--- src/rtl/mult_arb_pkg.sv ---
// rtl/mult_arb_pkg.sv - shared types and defaults for the two-client multiplier arbiter
//
// Contents:
//   DEFAULT_WIDTH : default operand width (product is 2*WIDTH)
//   arb_state_t   : arbiter FSM states
//   client_t      : client index, 0 or 1
package mult_arb_pkg;

  localparam int DEFAULT_WIDTH = 8;

  typedef enum logic [1:0] {
    ST_IDLE,
    ST_ISSUE,
    ST_WAIT_BUSY,
    ST_WAIT_DONE
  } arb_state_t;

  typedef logic client_t;

endpackage

--- src/rtl/mult_req_slot.sv ---
// rtl/mult_req_slot.sv - per-client request slot: pending flag, latched operands, held result
//
// Ports:
//   clk_i, rst_i : clock, synchronous active-low reset
//   start        : client request pulse, accepted only while not pending
//   a, b         : client operands, captured on an accepted start
//   done         : arbiter strobe, writes y_in into the result and clears pending
//   y_in         : product from the shared multiplier
//   pending      : request outstanding (drives the client busy)
//   a_q, b_q     : latched operands
//   y_q          : last product, held until the next completion or reset
module mult_req_slot
  import mult_arb_pkg::*;
#(
  parameter int WIDTH = DEFAULT_WIDTH
) (
  input  logic               clk_i,
  input  logic               rst_i,
  input  logic               start,
  input  logic [WIDTH-1:0]   a,
  input  logic [WIDTH-1:0]   b,
  input  logic               done,
  input  logic [2*WIDTH-1:0] y_in,
  output logic               pending,
  output logic [WIDTH-1:0]   a_q,
  output logic [WIDTH-1:0]   b_q,
  output logic [2*WIDTH-1:0] y_q
);

  always_ff @(posedge clk_i) begin
    if (!rst_i) begin
      pending <= 1'b0;
      a_q     <= '0;
      b_q     <= '0;
      y_q     <= '0;
    end else if (start && !pending) begin
      pending <= 1'b1;
      a_q     <= a;
      b_q     <= b;
    end else if (done) begin
      // done is only raised for a pending slot, so a start that arrives in
      // the same cycle is ignored by the branch above
      pending <= 1'b0;
      y_q     <= y_in;
    end
  end

endmodule

--- src/rtl/mult_arbiter.sv ---
// rtl/mult_arbiter.sv - round-robin arbiter sharing one mult instance between two clients
//
// Ports:
//   clk_i, rst_i                 : clock, synchronous active-low reset
//   c0_a_bi, c0_b_bi, c0_start_i : client 0 operands and request pulse
//   c0_busy_o, c0_y_bo           : client 0 request outstanding, last product
//   c1_*                         : same for client 1
//   mul_a, mul_b, mul_start_i    : operands and start pulse to the shared mult
//   mul_busy_o, mul_y_bo         : busy and product from the shared mult
module mult_arbiter
  import mult_arb_pkg::*;
#(
  parameter int WIDTH = DEFAULT_WIDTH
) (
  input  logic               clk_i,
  input  logic               rst_i,
  input  logic [WIDTH-1:0]   c0_a_bi,
  input  logic [WIDTH-1:0]   c0_b_bi,
  input  logic               c0_start_i,
  output logic               c0_busy_o,
  output logic [2*WIDTH-1:0] c0_y_bo,
  input  logic [WIDTH-1:0]   c1_a_bi,
  input  logic [WIDTH-1:0]   c1_b_bi,
  input  logic               c1_start_i,
  output logic               c1_busy_o,
  output logic [2*WIDTH-1:0] c1_y_bo,
  output logic [WIDTH-1:0]   mul_a,
  output logic [WIDTH-1:0]   mul_b,
  output logic               mul_start_i,
  input  logic               mul_busy_o,
  input  logic [2*WIDTH-1:0] mul_y_bo
);

  arb_state_t       state, state_next;
  client_t          grant, grant_next;
  client_t          prio, prio_next;
  logic             done0, done1;
  logic [WIDTH-1:0] s0_a, s0_b, s1_a, s1_b;
  logic [WIDTH-1:0] a_next, b_next;

  mult_req_slot #(.WIDTH(WIDTH)) u_slot0 (
    .clk_i   (clk_i),
    .rst_i   (rst_i),
    .start   (c0_start_i),
    .a       (c0_a_bi),
    .b       (c0_b_bi),
    .done    (done0),
    .y_in    (mul_y_bo),
    .pending (c0_busy_o),
    .a_q     (s0_a),
    .b_q     (s0_b),
    .y_q     (c0_y_bo)
  );

  mult_req_slot #(.WIDTH(WIDTH)) u_slot1 (
    .clk_i   (clk_i),
    .rst_i   (rst_i),
    .start   (c1_start_i),
    .a       (c1_a_bi),
    .b       (c1_b_bi),
    .done    (done1),
    .y_in    (mul_y_bo),
    .pending (c1_busy_o),
    .a_q     (s1_a),
    .b_q     (s1_b),
    .y_q     (c1_y_bo)
  );

  always_comb begin
    state_next = state;
    grant_next = grant;
    prio_next  = prio;
    a_next     = mul_a;
    b_next     = mul_b;
    done0      = 1'b0;
    done1      = 1'b0;
    case (state)
      ST_IDLE: begin
        if (c0_busy_o || c1_busy_o) begin
          state_next = ST_ISSUE;
          // prio wins when it has a request; otherwise the other client
          // must be the one pending
          grant_next = (prio ? c1_busy_o : c0_busy_o) ? prio : ~prio;
          prio_next  = ~grant_next;
          a_next     = grant_next ? s1_a : s0_a;
          b_next     = grant_next ? s1_b : s0_b;
        end
      end
      ST_ISSUE: begin
        state_next = ST_WAIT_BUSY;
      end
      ST_WAIT_BUSY: begin
        if (mul_busy_o) begin
          state_next = ST_WAIT_DONE;
        end
      end
      ST_WAIT_DONE: begin
        if (!mul_busy_o) begin
          state_next = ST_IDLE;
          done0      = (grant == 1'b0);
          done1      = (grant == 1'b1);
          a_next     = '0;
          b_next     = '0;
        end
      end
      default: begin
        state_next = ST_IDLE;
        a_next     = '0;
        b_next     = '0;
      end
    endcase
  end

  always_ff @(posedge clk_i) begin
    if (!rst_i) begin
      state       <= ST_IDLE;
      grant       <= 1'b0;
      prio        <= 1'b0;
      mul_a       <= '0;
      mul_b       <= '0;
      mul_start_i <= 1'b0;
    end else begin
      state       <= state_next;
      grant       <= grant_next;
      prio        <= prio_next;
      mul_a       <= a_next;
      mul_b       <= b_next;
      // registered copy of "in ISSUE" so the pulse is exactly one cycle
      mul_start_i <= (state_next == ST_ISSUE);
    end
  end

endmodule

--- config.mk ---
export PLATFORM = sky130hd
export DESIGN_NAME = mult_arbiter
export DESIGN_NICKNAME = d
export VERILOG_FILES = /design/src/rtl/mult_arb_pkg.sv /design/src/rtl/mult_req_slot.sv /design/src/rtl/mult_arbiter.sv
export SDC_FILE = /design/constraint.sdc
export NUM_CORES = 1
export LEC_CHECK = 0
export ABC_CLOCK_PERIOD_IN_PS = 1400
export CAP_MARGIN = 10
export CORE_MARGIN = 3
export CORE_UTILIZATION = 48
export CTS_BUF_LIST = sky130_fd_sc_hd__clkbuf_4 sky130_fd_sc_hd__clkbuf_8
export CTS_CLUSTER_SIZE = 30
export DETAILED_ROUTE_END_ITERATION = 8
export PLACE_DENSITY = 0.81
export SLEW_MARGIN = 40
export SYNTH_ARGS = -nofsm -noshare
export SYNTH_HDL_FRONTEND = slang
export SYNTH_HIERARCHICAL = 1
export SYNTH_SLANG_ARGS = --single-unit
--- constraint.sdc ---
create_clock -name clk_i -period 1.4 [get_ports clk_i]
set_input_delay 0.28 -clock clk_i [delete_from_list [all_inputs] [get_ports clk_i]]
set_output_delay 0.28 -clock clk_i [all_outputs]
set_load 0.05 [all_outputs]
==> implementation parameters, run 1 <==
Parameter                              Value

Outcome
  Outcome    finished, final reports clean

Setup path
  Worst reg-to-reg setup slack    0.10 ns
  Critical Path RT    1.12 ns
  Sort of element at the start of the critical path    register
  Largest fanout on the critical path    7
  Arr. time, crit path    ~1.1 ns
  Startpoint of the most critical register-to-register path    u_slot1/pending$_SDFFE_PN0P_
  Delay of the slowest cell on the worst path    0.43 ns
  Startpoint-to-endpoint class of the critical path    reg -> out
  Ordered list of cells on the worst path    buf_4, buf_12
  Standard cell with the maximum stage delay on the critical path    dfxtp_2
  Total buffers and inverters traversed by the critical path    2
  Largest delay contributor family on the critical path    flip-flops
  Source of the critical timing path    u_slot1/pending$_SDFFE_PN0P_
  Critical Path End Type    primary output

Cells and area
  Fraction of layout cells with a size suffix above 1    19.1%
  Nets@finish    ~530
  Final standard cell utilization of the core    77.7%
  Post-Layout Inst Area    5370 sq um
  Area growth syn-to-layout    54.5%
  Number of antenna diodes    0

Detailed routing
  Number of nets still failing antenna checks after routing    0
  Number of vias per cell after detailed routing    5.03
  Number of optimization iterations in the first detailed-route pass    4
  Number of design-rule violations left by the first detailed-router iteration    71
  DRC Markers    0
  Post-DR wirelength/cell    15.0 microns
  Routed Wire Length    8.61 mm
  Count of vias placed by the detailed router    2883

Timing
  Final Hold Vio Count    0
  Unrepaired setup endpoints after global routing    no
  Setup TNS after final layout    0 ns
  Worst Hold Margin    0.217 ns
  Upper clock frequency limit    743 MHz
  Skew final    0.0129 ns
  Final slew viol count    0
  Worst relative slew slack    between 70% and 80%
  Setup violations, final    0
  Actual transition at the worst max-transition pin    0.330 ns
  Share of the clock period used by the worst path after layout    a little over nine tenths
  Post-layout minimum cycle time    1.35 ns

CTS
  TritonCTS clock tree    done
  Clock-pin slew on the worst setup and hold paths    0.09 ns
  Clock latency on the worst-skew pair    0.36 ns
  Number of setup buffers added after CTS    0
  Post-cts repair resize count    0
  Root buf cell    clkbuf_8
  Total of hold buffers inserted after clock tree synthesis    0
  Number of levels the H-tree was split into    3
  Clock buffers created by TritonCTS    9
  Number of buffers on the longest clock path    2
  Number of clock sinks    87

Worst hold path
  Kind of path behind the tightest hold check    in -> reg
  Hold Crit Start    rst_i

Placed design
  Count of port buffers added during placement    103
  RD Place Congestion    0.814
  Standard cell area after detailed placement    5140 sq um
  Post-detailed-placement half-perimeter wirelength    roughly 6.3 mm

Floorplan
  Die H    91.1 microns
  Site row count    30
  Initial core utilization    50.3%
  Floorplan core area    6910 sq um
  Die area    about 8300 sq um
  Number of top-level pins    104
  Width of the die    91.1 microns

Logic synthesis
  Top cells by instance count after synthesis    136 x nand2_1, 87 x dfxtp_1, 48 x mux2i_1
  Post-synth top area cell    dfxtp_1
  Ranking of synthesized cells by area    dfxtp_1 50%, nand2_1 15%, mux2i_1 14%
  Warnings from Yosys    6
  Avg Cell Area, Syn    9.51 sq um
  Distinct cell type count of the synthesized netlist    25
  Post-Synthesis Cells    about 370
  Top flip-flop cell by instance count after synthesis    dfxtp_1
  Part of the Yosys area used for sequential elements    50.2%
  Fraction of synthesized cell area taken by the top area cell type    between 50% and 60%
  Net Count, Synth    418
  Number of flops mapped to enable cells by yosys    0
  Area of the mapped netlist    3470 sq um
  Dominant cell by count in the synthesized netlist    nand2_1
  Post-synthesis async set-or-reset flop share    0%
  Yosys reg bits    87

GRT
  Vias in the first global route    around 3000
  Largest net degree at the start of global routing    80
  Total congestion overflow    0
  Wire length of the first global-routing pass    between 10 and 15 mm
  Total track usage    21.5%
  Antenna violations before repair    0

Pwr
  Total Power    5.50 mW
  Leakage    about 2.3 nW
  Peak VDD IR    around 0.86 mV
  PD cells    1030 nW/um^2

Job
  Number of maximum-capacitance constraint violations    0
worst paths after layout:
check,end,cells past startpoint
setup / recovery,c1_busy_o,2
hold / removal,state[1]$_SDFF_PN0_,3
setup reg to reg,u_slot1/b_q[7]$_SDFFE_PN0P_,4
hold reg to reg,u_slot0/b_q[1]$_SDFFE_PN0P_,2
area by class of cell:
cell class,count,area [sq um]
Clock buffer,9,124
Clock inverter,7,103
Fill cell,469,1540
Inverter,2,7.51
Multi-Input combinational cell,253,1550
Sequential cell,87,1750
Tap cell,96,120
Timing Repair Buffer,119,1720
layout by cell type (no fill, tap or decap), types with 3 or more instances in the layout:
master,synthesis,layout
a21boi_0,30,30
a21boi_1,4,4
buf_12,3,56
buf_4,5,11
clkbuf_8,0,9
clkdlybuf4s50_1,0,51
dfxtp_1,87,85
inv_6,0,3
mux2i_1,48,48
nand2_1,136,136
nor2_1,5,5
o2bb2ai_1,15,15
logic make-up (layout without fill, tap and decap cells):
family / after synthesis / in the layout / synth area share, %
simple gates: 150 / 150 / 17.7
buf+inv: 25 / 137 / 5.33
flops: 87 / 87 / 50.2
mux: 48 / 48 / 13.8
compound gates: 55 / 55 / 13.0
layer usage:
layer | track usage [%] | wire [microns] | vias to the layer above | part of all wire [%]
met2 | 39.3 | 4580 | 82 | 53
met3 | 7.37 | 520 | 16 | 6.0
li1 | - | - | 1423 | -
met1 | 22.5 | 3320 | 1362 | 39
met5 | 0 | 0 | - | 0
met4 | 8.42 | 187 | 0 | 2.2
through the flow:
stage	instances	worst slack, ns
after floorplan	365	0.0516
after global placement	557	-0.173
after global routing	573	0.00660
after CTS	573	0.0322
final	573	0.0543
after detailed placement	557	-0.281
power by group:
part	switching (mW)	internal [mW]	leakage [nW]
Clock	0.945	1.03	0.111
Sequential	0.0799	2.57	0.709
Combinational	0.428	0.451	1.46
Total	1.45	4.05	2.28
tightest hold or removal path: stages:
cell and delay, ns:
buf_2 0.14, nand2_1 0.08, nor2_1 0.04
registers in the layout, indices dropped and copies added (netlist names), 2 cells and up:
register	flops
u_slot1/a_q	8
u_slot0/a_q	8
state	2
mul_b	8
mul_a	8
u_slot1/b_q	8
u_slot0/y_q	16
u_slot1/y_q	16
u_slot0/b_q	8
Note: power is estimated with default switching activity, not from simulation.
==> inputs of run 2 (changes only) <==
==> constraint.sdc (replaced) <==
create_clock -name clk_i -period 1.4 [get_ports clk_i]
set_input_delay 0.21 -clock clk_i [delete_from_list [all_inputs] [get_ports clk_i]]
set_output_delay 0.21 -clock clk_i [all_outputs]
set_load 0.05 [all_outputs]
==> results of run 2 <==
Same layout as run 1 (identical final DEF). Status: finished, final reports clean.
Among the figures that moved: setup slack after placement -0.281 ns -> -0.211 ns; setup slack after layout 0.0543 ns -> 0.0988 ns; hold slack 0.217 ns -> 0.147 ns; end point of the critical path c1_busy_o -> u_slot1/b_q[7]$_SDFFE_PN0P_; register-to-register setup slack 0.10 ns -> 0.1 ns
==> inputs of run 3 (changes only) <==
--- a/config.mk
+++ b/config.mk
@@ -8,13 +8,11 @@
 export ABC_CLOCK_PERIOD_IN_PS = 1400
 export CAP_MARGIN = 10
 export CORE_MARGIN = 3
-export CORE_UTILIZATION = 48
-export CTS_BUF_LIST = sky130_fd_sc_hd__clkbuf_4 sky130_fd_sc_hd__clkbuf_8
+export CORE_UTILIZATION = 46
 export CTS_CLUSTER_SIZE = 30
 export DETAILED_ROUTE_END_ITERATION = 8
-export PLACE_DENSITY = 0.81
+export PLACE_DENSITY = 0.79
 export SLEW_MARGIN = 40
 export SYNTH_ARGS = -nofsm -noshare
 export SYNTH_HDL_FRONTEND = slang
-export SYNTH_HIERARCHICAL = 1
 export SYNTH_SLANG_ARGS = --single-unit
==> run 3 against run 2 <==
Net effect: critical path type is now in -> reg; sequential power about the same; global-route usage increased by 0.57 points; cell count increased by 1.9%; flip-flop and latch count unchanged; utilization increased by 0.91 points; first-iteration DRC count increased by 100%; area after synthesis decreased by 2.6%; critical endpoint is now u_slot0.y_q[3]$_SDFFE_PN0P_; maximum frequency decreased by 5.0%; sequential share of layout area decreased by 0.48 points; total power increased by 0.77%; hold slack improved by 0.095 ns; via count increased by 5.4%.
==> implementation parameters, run 3 <==
Parameter                              Value

Detailed routing
  Number of nets still failing antenna checks after routing    0
  Count of vias placed by the detailed router    3039
  Number of optimization iterations in the first detailed-route pass    4
  Routed Wire Length    between 9 and 10 mm
  Number of vias per cell after detailed routing    between 5 and 6
  Post-DR wirelength/cell    about 16 microns
  DRC Markers    0
  Number of design-rule violations left by the first detailed-router iteration    143

CTS
  TritonCTS clock tree    done
  Total of hold buffers inserted after clock tree synthesis    0
  Clock latency on the worst-skew pair    0.35 ns
  Number of levels the H-tree was split into    3
  Root buf cell    clkbuf_8
  Number of clock sinks    87
  Clock buffers created by TritonCTS    9
  Clock-pin slew on the worst setup and hold paths    0.09 ns
  Number of buffers on the longest clock path    2

Cells and area
  Fraction of layout cells with a size suffix above 1    around 23%
  Most common cell after layout, fill and taps aside    nand2_1
  Top flop regs    u_slot0.y_q x16, u_slot1.y_q x16
  Post-Layout Inst Area    5460 sq um
  Nets@finish    approximately 540
  Area growth syn-to-layout    61.4%
  Highest-count cells in the layout ignoring fill and taps    132 x nand2_1, 84 x dfxtp_1, 57 x buf_12
  Number of antenna diodes    0

GRT
  Vias in the first global route    between 3000 and 4000
  Global routing usage on met1    approximately a quarter
  Total congestion overflow    0
  Antenna violations before repair    0
  Largest net degree at the start of global routing    26
  Wire length of the first global-routing pass    14.8 mm
  Most Used Layer, Global Route    met2
  Met3 layer usage reported by global route    3.69%
  Met2 Resource Use GR    39.4%
  Total track usage    between 20% and 30%

Logic synthesis
  Post-synth top area cell    dfxtp_1
  Ranking of synthesized cells by area    dfxtp_1 52%, nand2_1 15%, a21boi_0 10%
  Post-synthesis async set-or-reset flop share    0%
  Fraction of synthesized cell area taken by the top area cell type    about 52%
  Net Count, Synth    418
  Top flip-flop cell by instance count after synthesis    dfxtp_1
  Distinct cell type count of the synthesized netlist    30
  Area of the mapped netlist    3380 sq um
  Number of flops mapped to enable cells by yosys    0
  Part of the Yosys area used for sequential elements    51.5%
  Yosys reg bits    just under 90
  Warnings from Yosys    0
  Top cells by instance count after synthesis    132 x nand2_1, 87 x dfxtp_1, 45 x a21boi_0
  Post-Synthesis Cells    365
  Dominant cell by count in the synthesized netlist    nand2_1
  Avg Cell Area, Syn    9.26 sq um

Setup path
  Sort of element at the start of the critical path    primary input
  Total buffers and inverters traversed by the critical path    2
  Startpoint of the most critical register-to-register path    state[0]$_SDFF_PN0_
  Standard cell with the maximum stage delay on the critical path    clkdlybuf4s50_1
  Largest delay contributor family on the critical path    simple AND/OR/NAND/NOR gates
  Source of the critical timing path    mul_busy_o
  Critical Path RT    1.63 ns
  Delay of the slowest cell on the worst path    0.45 ns
  Ordered list of cells on the worst path    clkdlybuf4s50_1, nand3b_1, or3_1, buf_4, nand2_1, a21boi_0
  Arr. time, crit path    about 1.6 ns
  Critical Path End Type    register
  Largest fanout on the critical path    8
  Startpoint-to-endpoint class of the critical path    in -> reg

Placed design
  Post-detailed-placement half-perimeter wirelength    6.72 mm
  Count of port buffers added during placement    103
  RD Place Congestion    0.856
  Standard cell area after detailed placement    roughly 5200 sq um

Timing
  Final Hold Vio Count    0
  Upper clock frequency limit    between 700 and 800 MHz
  Share of the clock period used by the worst path after layout    slightly below 100%
  Setup violations, final    0
  Final slew viol count    0
  Worst Hold Margin    0.241 ns
  Skew final    0.00862 ns
  Actual transition at the worst max-transition pin    0.276 ns
  Worst relative slew slack    81.5%
  Post-layout minimum cycle time    1.37 ns

Pwr
  Clk pwr share    between 30% and 40%
  PD cells    1020 nW/um^2
  Switching power    between 1 and 1.5 mW
  Peak VDD IR    0.602 mV
  Leakage    just over 2 nW
  Portion of total power attributed to sequential cells    48.0%
  Switching share of power    24.8%
  Combinational cell fraction of total power    16.4%
  Internal power    4.17 mW

Floorplan
  Die area    ~8400 sq um
  Initial core utilization    48.7%
  Width of the die    91.7 microns
  Site row count    30
  Floorplan core area    6940 sq um
  Number of top-level pins    104
  Die H    91.7 microns

Worst hold path
  Hold Crit Start    rst_i
  Kind of path behind the tightest hold check    in -> reg

Outcome
  Outcome    finished, final reports clean

Job
  Number of maximum-capacitance constraint violations    0
[run 3: cell type report]
class	instances	area (sq um)
Inverter	2	7.51
Clock inverter	3	65.1
Sequential cell	87	1750
Timing Repair Buffer	132	1870
Clock buffer	13	159
Fill cell	429	1490
Multi-Input combinational cell	251	1490
Tap cell	96	120
[run 3: power groups by stage]
stage               combinational (mW)  sequential (mW)  clock (mW)
detailed placement               0.897             2.72           0
global route                     0.966             2.67        2.07
finish                           0.912             2.66        1.97
floorplan                        0.320             2.80           0
CTS                              0.903             2.66        1.97
global placement                 0.879             2.71           0
[run 3: metal layers]
metal | wire length (microns) | up-vias
li1 | - | 1448
met1 | 3860 | 1449
met2 | 5000 | 122
met3 | 529 | 20
met4 | 207 | 0
met5 | 0 | -
[run 3: repair_timing]
item	4_1_cts	5_1_grt
gates resized for setup	0	8
endpoints found under the setup margin	0	7
hold endpoints to repair	0	0
buffers inserted	0	2
[run 3: cells by family (layout without fill, tap and decap cells)]
kind of cell	count (synthesis)	count (layout)	synth area share [%]
buffers and inverters	27	150	4.66
and+or+nand+nor	147	147	17.7
muxes	17	17	5.40
AOI/OAI and AO/OA	87	87	20.8
DFF	87	87	51.5
[run 3: per-stage QoR]
step	power [mW]	std cells	utilization (%)	setup slack, ns	setup TNS, ns
2_1_floorplan	3.12	365	-	-0.0479	-0.666
3_3_place_gp	3.59	564	74.3	-0.197	-7.50
3_5_place_dp	3.61	564	74.3	-0.260	-10.02
4_1_cts	5.53	580	77.5	0.0606	0
5_1_grt	5.71	584	78.6	-0.0319	-0.0394
6_report	5.55	584	78.6	0.0310	0
[run 3: path summary, 6_finish.rpt]
| check | to | slack [ns] | cells after the start |
|---|---|---|---|
| max reg2reg | u_slot0.y_q[3]$_SDFFE_PN0P_ | 0.07 | 5 |
| min | u_slot0.b_q[4]$_SDFFE_PN0P_ | 0.24 | 2 |
| min reg2reg | u_slot0.b_q[1]$_SDFFE_PN0P_ | 0.47 | 2 |
| max | u_slot0.y_q[3]$_SDFFE_PN0P_ | 0.03 | 6 |
